### src/rtl/eeprom_access_arbiter.sv
// Microwire EEPROM port arbiter: sequences READ transactions for the config
// loader and EERD, and passes EECD bit-bang pins through once software is granted.
module eeprom_access_arbiter #(
    parameter int CLK_DIV = 8,
    parameter int CS_LOW  = 4
) (
    input  logic        clk,
    input  logic        rst,
    input  logic        ld_valid,
    input  logic [7:0]  ld_addr,
    output logic        ld_ready,
    output logic        ld_done,
    output logic [15:0] ld_data,
    input  logic        eerd_start,
    input  logic [7:0]  eerd_addr,
    output logic        eerd_done,
    output logic [15:0] eerd_data,
    input  logic        sw_req,
    output logic        sw_gnt,
    input  logic        sw_sk,
    input  logic        sw_cs,
    input  logic        sw_di,
    output logic        sw_do,
    output logic        ee_sk,
    output logic        ee_cs,
    output logic        ee_di,
    input  logic        ee_do,
    output logic        busy
);

    localparam int CNT_MAX = (CLK_DIV > CS_LOW) ? CLK_DIV : CS_LOW;
    localparam int CW      = $clog2(CNT_MAX + 1);
    localparam logic [CW-1:0] DIV_LAST  = CW'(CLK_DIV - 1);
    localparam logic [CW-1:0] HOLD_LAST = CW'(CS_LOW - 1);

    typedef enum logic [2:0] {
        IDLE, RD_START, RD_CMD, RD_DATA, CS_HOLD, SW_OWN
    } state_e;

    typedef enum logic {OWN_LD, OWN_EERD} owner_e;

    state_e        state_q, state_d;
    owner_e        owner_q, owner_d;
    logic [CW-1:0] cnt_q, cnt_d;
    logic [3:0]    bit_q, bit_d;
    logic [10:0]   cmd_q, cmd_d;
    logic [15:0]   rdata_q, rdata_d;
    logic          pend_q, pend_d;
    logic [7:0]    pend_addr_q, pend_addr_d;
    logic          ld_ready_q, ld_ready_d;
    logic          ld_done_q, ld_done_d;
    logic [15:0]   ld_data_q, ld_data_d;
    logic          eerd_done_q, eerd_done_d;
    logic [15:0]   eerd_data_q, eerd_data_d;
    logic          sw_gnt_q, sw_gnt_d;
    logic          sw_do_q, sw_do_d;
    logic          ee_sk_q, ee_sk_d;
    logic          ee_cs_q, ee_cs_d;
    logic          ee_di_q, ee_di_d;

    logic half_end;
    logic eerd_in_flight;

    assign half_end       = (cnt_q == '0);
    assign eerd_in_flight = (owner_q == OWN_EERD) &&
                            (state_q inside {RD_START, RD_CMD, RD_DATA});

    always_comb begin
        // NOTE: every _d starts from its held value so no path through the case infers a latch.
        state_d     = state_q;
        owner_d     = owner_q;
        cnt_d       = cnt_q;
        bit_d       = bit_q;
        cmd_d       = cmd_q;
        rdata_d     = rdata_q;
        pend_d      = pend_q;
        pend_addr_d = pend_addr_q;
        ld_ready_d  = 1'b0;
        ld_done_d   = 1'b0;
        ld_data_d   = ld_data_q;
        eerd_done_d = eerd_done_q;
        eerd_data_d = eerd_data_q;
        sw_gnt_d    = sw_gnt_q;
        sw_do_d     = sw_do_q;
        ee_sk_d     = ee_sk_q;
        ee_cs_d     = ee_cs_q;
        ee_di_d     = ee_di_q;

        case (state_q)
            IDLE: begin
                if (ld_valid || pend_q) begin
                    state_d = RD_START;
                    ee_cs_d = 1'b1;
                    ee_sk_d = 1'b0;
                    ee_di_d = 1'b0;
                    cnt_d   = DIV_LAST;
                    if (ld_valid) begin
                        owner_d    = OWN_LD;
                        cmd_d      = {3'b110, ld_addr};
                        ld_ready_d = 1'b1;
                    end else begin
                        owner_d = OWN_EERD;
                        cmd_d   = {3'b110, pend_addr_q};
                        pend_d  = 1'b0;
                    end
                end else if (sw_req && !eerd_start) begin
                    // A same-edge EERD start outranks the software request.
                    state_d  = SW_OWN;
                    sw_gnt_d = 1'b1;
                end
            end

            RD_START: begin
                if (half_end) begin
                    state_d = RD_CMD;
                    bit_d   = 4'd0;
                    ee_di_d = cmd_q[10];
                    cnt_d   = DIV_LAST;
                end else begin
                    cnt_d = cnt_q - CW'(1);
                end
            end

            RD_CMD, RD_DATA: begin
                if (!half_end) begin
                    cnt_d = cnt_q - CW'(1);
                end else begin
                    cnt_d = DIV_LAST;
                    if (!ee_sk_q) begin
                        ee_sk_d = 1'b1;
                        if (state_q == RD_DATA) begin
                            rdata_d = {rdata_q[14:0], ee_do};
                        end
                    end else begin
                        ee_sk_d = 1'b0;
                        if (state_q == RD_CMD) begin
                            if (bit_q == 4'd10) begin
                                state_d = RD_DATA;
                                bit_d   = 4'd0;
                                ee_di_d = 1'b0;
                            end else begin
                                bit_d   = bit_q + 4'd1;
                                cmd_d   = {cmd_q[9:0], 1'b0};
                                ee_di_d = cmd_q[9];
                            end
                        end else if (bit_q == 4'd15) begin
                            state_d = CS_HOLD;
                            ee_cs_d = 1'b0;
                            ee_di_d = 1'b0;
                            cnt_d   = HOLD_LAST;
                            if (owner_q == OWN_LD) begin
                                ld_data_d = rdata_q;
                                ld_done_d = 1'b1;
                            end else begin
                                eerd_data_d = rdata_q;
                                eerd_done_d = 1'b1;
                            end
                        end else begin
                            bit_d = bit_q + 4'd1;
                        end
                    end
                end
            end

            CS_HOLD: begin
                if (half_end) begin
                    state_d = IDLE;
                end else begin
                    cnt_d = cnt_q - CW'(1);
                end
            end

            SW_OWN: begin
                sw_do_d = ee_do;
                if (!sw_req) begin
                    state_d  = CS_HOLD;
                    sw_gnt_d = 1'b0;
                    ee_sk_d  = 1'b0;
                    ee_cs_d  = 1'b0;
                    ee_di_d  = 1'b0;
                    cnt_d    = HOLD_LAST;
                end else begin
                    ee_sk_d = sw_sk;
                    ee_cs_d = sw_cs;
                    ee_di_d = sw_di;
                end
            end

            default: state_d = IDLE;
        endcase

        // A restart while the EERD read is still on the wire is dropped.
        if (eerd_start && !eerd_in_flight) begin
            pend_d      = 1'b1;
            pend_addr_d = eerd_addr;
            eerd_done_d = 1'b0;
        end
    end

    // NOTE: sequential state uses non-blocking assignments so all flops update from pre-edge values.
    always_ff @(posedge clk or posedge rst) begin
        if (rst) begin
            state_q     <= IDLE;
            owner_q     <= OWN_LD;
            cnt_q       <= '0;
            bit_q       <= '0;
            cmd_q       <= '0;
            rdata_q     <= '0;
            pend_q      <= 1'b0;
            pend_addr_q <= '0;
            ld_ready_q  <= 1'b0;
            ld_done_q   <= 1'b0;
            ld_data_q   <= '0;
            eerd_done_q <= 1'b0;
            eerd_data_q <= '0;
            sw_gnt_q    <= 1'b0;
            sw_do_q     <= 1'b0;
            ee_sk_q     <= 1'b0;
            ee_cs_q     <= 1'b0;
            ee_di_q     <= 1'b0;
        end else begin
            state_q     <= state_d;
            owner_q     <= owner_d;
            cnt_q       <= cnt_d;
            bit_q       <= bit_d;
            cmd_q       <= cmd_d;
            rdata_q     <= rdata_d;
            pend_q      <= pend_d;
            pend_addr_q <= pend_addr_d;
            ld_ready_q  <= ld_ready_d;
            ld_done_q   <= ld_done_d;
            ld_data_q   <= ld_data_d;
            eerd_done_q <= eerd_done_d;
            eerd_data_q <= eerd_data_d;
            sw_gnt_q    <= sw_gnt_d;
            sw_do_q     <= sw_do_d;
            ee_sk_q     <= ee_sk_d;
            ee_cs_q     <= ee_cs_d;
            ee_di_q     <= ee_di_d;
        end
    end

    assign ld_ready  = ld_ready_q;
    assign ld_done   = ld_done_q;
    assign ld_data   = ld_data_q;
    assign eerd_done = eerd_done_q;
    assign eerd_data = eerd_data_q;
    assign sw_gnt    = sw_gnt_q;
    assign sw_do     = sw_do_q;
    assign ee_sk     = ee_sk_q;
    assign ee_cs     = ee_cs_q;
    assign ee_di     = ee_di_q;
    assign busy      = (state_q != IDLE);

endmodule

### config.mk
export PLATFORM = sky130hd
export DESIGN_NAME = eeprom_access_arbiter
export DESIGN_NICKNAME = d
export VERILOG_FILES = /design/src/rtl/eeprom_access_arbiter.sv
export SDC_FILE = /design/constraint.sdc
export NUM_CORES = 1
export LEC_CHECK = 0
export ABC_AREA = 1
export BUFFER_PORTS_ARGS = -buffer_cell sky130_fd_sc_hd__buf_2
export CORE_MARGIN = 5
export CORE_UTILIZATION = 30
export CTS_BUF_LIST = sky130_fd_sc_hd__clkbuf_2
export CTS_CLUSTER_DIAMETER = 200
export CTS_CLUSTER_SIZE = 20
export DETAILED_ROUTE_END_ITERATION = 10
export SLEW_MARGIN = 5
export SYNTH_ARGS = -nofsm -noshare
export SYNTH_HDL_FRONTEND = slang
export SYNTH_SLANG_ARGS = --single-unit
### constraint.sdc
create_clock -name clk -period 2.4 [get_ports clk]
set_clock_uncertainty 0.05 [all_clocks]
set_input_delay 0.24 -clock clk [delete_from_list [all_inputs] [get_ports clk]]
set_output_delay 0.24 -clock clk [all_outputs]
set_load 0.005 [all_outputs]
==> run metrics <==
kind of critical path=reg -> reg; synth unique cells=26; Pleak=0.002426 uW; Core ar.=13090 um2; RSZ-0062 raised after global routing=false; Pwr Density=498.9 nW/um2; initial antenna violation count=0; Worst Tran Pin Value=0.9290 ns; Die H=124.9 um; CTS buffer count=9; die footprint=15600 um2; status=finished clean; Tot GR Track Use=0.1209; crit-path most repeated cell=nand2_1; Max-Cap Viols=0; Die X=124.9 um; setup_tns=0 ns; share of cells above drive strength 1=0.1859; worst-path maximum fanout=16; Fin. Hold Viols=0; most frequent cells in the layout=nand2_1 (136), dfrtp_1 (87), o21ai_0 (71); H-tree depth=3; final wirelength=8946 um; Vias/cell=4.519; Synth Warn #=0; Slew Limit Fails=0; Post-CTS Setup Inserts=0; sequential area share after synthesis=0.5561; io pins=66; vias=3299; Final Setup Violations=0; Initial Util=0.3026; ant diodes=0; Worst EP required=2.87 ns; I/O Buffers=65; number of iterations in the first detailed-routing pass=5; number of global-route vias before repair=3302; VDD IR-drop max=0.0002738 V; min cycle time layout=2.179 ns; startpoint types=flop; Mapped Nets=491; Worst Setup End Kind=flop; CTS root buf=clkbuf_2; fillers=1342; commonest non-fill, non-tap cell in the layout=nand2_1; Final Wtd Congestion=0.8523; Clock Pin Slew Worst Setup and Hold Paths=0.26 ns; global-route wire length before repair=15640 um; Top delay family on crit path=buffers and inverters; DRT iter0 DRCs=242; FMAX=0.4590 GHz; ranking of synthesized cells by area=dfrtp_1 (56%), nand2_1 (13%), o21ai_0 (9.0%), inv_1 (4.8%), nor2_1 (3.0%); post-route worst setup slack=0.2214 ns; Cell Chain, Critical Path=nor2_1, nand2_1, nand2_1, inv_1, nand2_1, nand2_1, dlygate4sd3_1; buffers and inverters on the worst path=2; synth-to-layout area growth=21.42%; worst hold path class=in -> reg; # DRC=0; Routed Antenna Nets=0; CTS tree=yes; pre-CTS setup slack=0.4517 ns; fin crit share=0.9077; Synth area leader=dfrtp_1; NumNets Final=577; worst-case clock buffer depth=2; hpwl dp=6429 um; Synth Register Bits=88; num rows=42; worst-skew pair later-pin latency=0.57 ns; largest stage delay on the critical path=0.67 ns; clk sinks=88; CP arrival=2.65 ns; Crit-path slowest cell=dfrtp_1; Post-Syn Instances=463; wire length per cell=12.25 um; top cell type's share of synthesized area=0.5561; slew margin rel.=0.3793; syn avg cell area=8.553 um2; gr ovfl total=0; largest net degree at the start of global routing=42; Post-Syn Area=3960 um2
## metrics by stage
step                      total power (uW)  std cells    util  cell area (um2)  hold WS [ns]
after floorplan                       1547        463       -             3964        0.2996
after global placement                1587        693  0.3414             4467        0.4002
after detailed placement              1588        693  0.3414             4467        0.4054
after CTS                             2452        730  0.3674             4807      0.006438
after global routing                  2513        730  0.3675             4808       0.04348
final                                 2399        730  0.3675             4808       0.07443
## power breakdown
part	leakage, uW	internal (uW)	switching [uW]
registers	0.00115	1490	0.514
clock network	0.0000794	264	549
logic	0.00120	45.1	52.3
total	0.00243	1800	602
## Yosys cell counts
cell type and n:
clkbuf_1 6, buf_6 2, nand4_1 1, o21ai_0 71
dfrtp_1 88, nor2_1 32, nand2_1 136, buf_4 4
ha_1 3, buf_2 5, a21boi_0 1, inv_1 51
mux2i_1 8, nand2_2 7, nor3_1 1, nand4_2 2
o21ai_1 12, mux2_2 1, a31oi_1 1, nor3_4 2
o211ai_1 1, nand3_1 18, inv_2 1, xor2_1 1
a21oi_1 7, nor2_8 1
## what timing repair did
action	in CTS	in global routing
hold buffers	21	0
setup endpoints to repair	0	1
hold endpoints to repair	57	0
gates resized for setup	0	1
## worst min-delay path, cell delays in order
cell	delay (ns)
buf_2	0.08
nand2_1	0.04
o21ai_0	0.09
mux2i_1	0.08
o21ai_1	0.13
## registers in the layout (all words and copies together), names as in the netlist
signal / cells
bit_q: 4
cmd_q: 11
cnt_q: 4
ee_cs: 1
ee_di: 1
ee_sk: 1
eerd_data: 16
eerd_done: 1
ld_data: 16
ld_done: 1
ld_ready: 1
owner_q: 1
pend_addr_q: 8
pend_q: 1
rdata_q: 16
state_q: 3
sw_do: 1
sw_gnt: 1
## final timing paths
check / start / to / slack (ns) / depth (start not counted)
min: ld_addr[6] / cmd_q[6] / 0.07 / 5
min in group asynchronous: rst / bit_q[3] / 0.31 / 3
max reg2reg: state_q[2] / pend_addr_q[0] / 0.22 / 7
min reg2reg: rdata_q[5] / rdata_q[6] / 0.45 / 2
max: state_q[2] / pend_addr_q[0] / 0.22 / 7
max in group asynchronous: rst / rdata_q[13] / 1.29 / 4
## layout make-up
class | instances | area, um2 | area share
clock inverter | 7 | 85.08 | 0.01769
multi-input combinational | 306 | 1463 | 0.3042
sequential | 88 | 2203 | 0.4582
timing repair buffer | 92 | 593.1 | 0.1233
clock buffer | 9 | 45.04 | 0.009368
inverter | 52 | 198.9 | 0.04137
tap | 176 | 220.2 | 0.04580
## cell families after synthesis
family,count (synthesis),share of synthesized area
AOI/OAI and AO/OA,93,0.1191
xor gates and xnor gates,1,0.002212
adders and majority gates,3,0.009480
buffers and inverters,69,0.07456
DFF,88,0.5561
muxes,9,0.02307
and+or+nand+nor,200,0.2155
## layer usage
| layer | up-vias | track usage | share of wire |
|---|---|---|---|
| met5 | - | 0 | 0 |
| met4 | 0 | 0.04401 | 0.017 |
| met3 | 18 | 0.03516 | 0.052 |
| met2 | 81 | 0.2039 | 0.49 |
| met1 | 1556 | 0.1472 | 0.44 |
| li1 | 1644 | - | - |
Power figures use the tool's default switching activity.
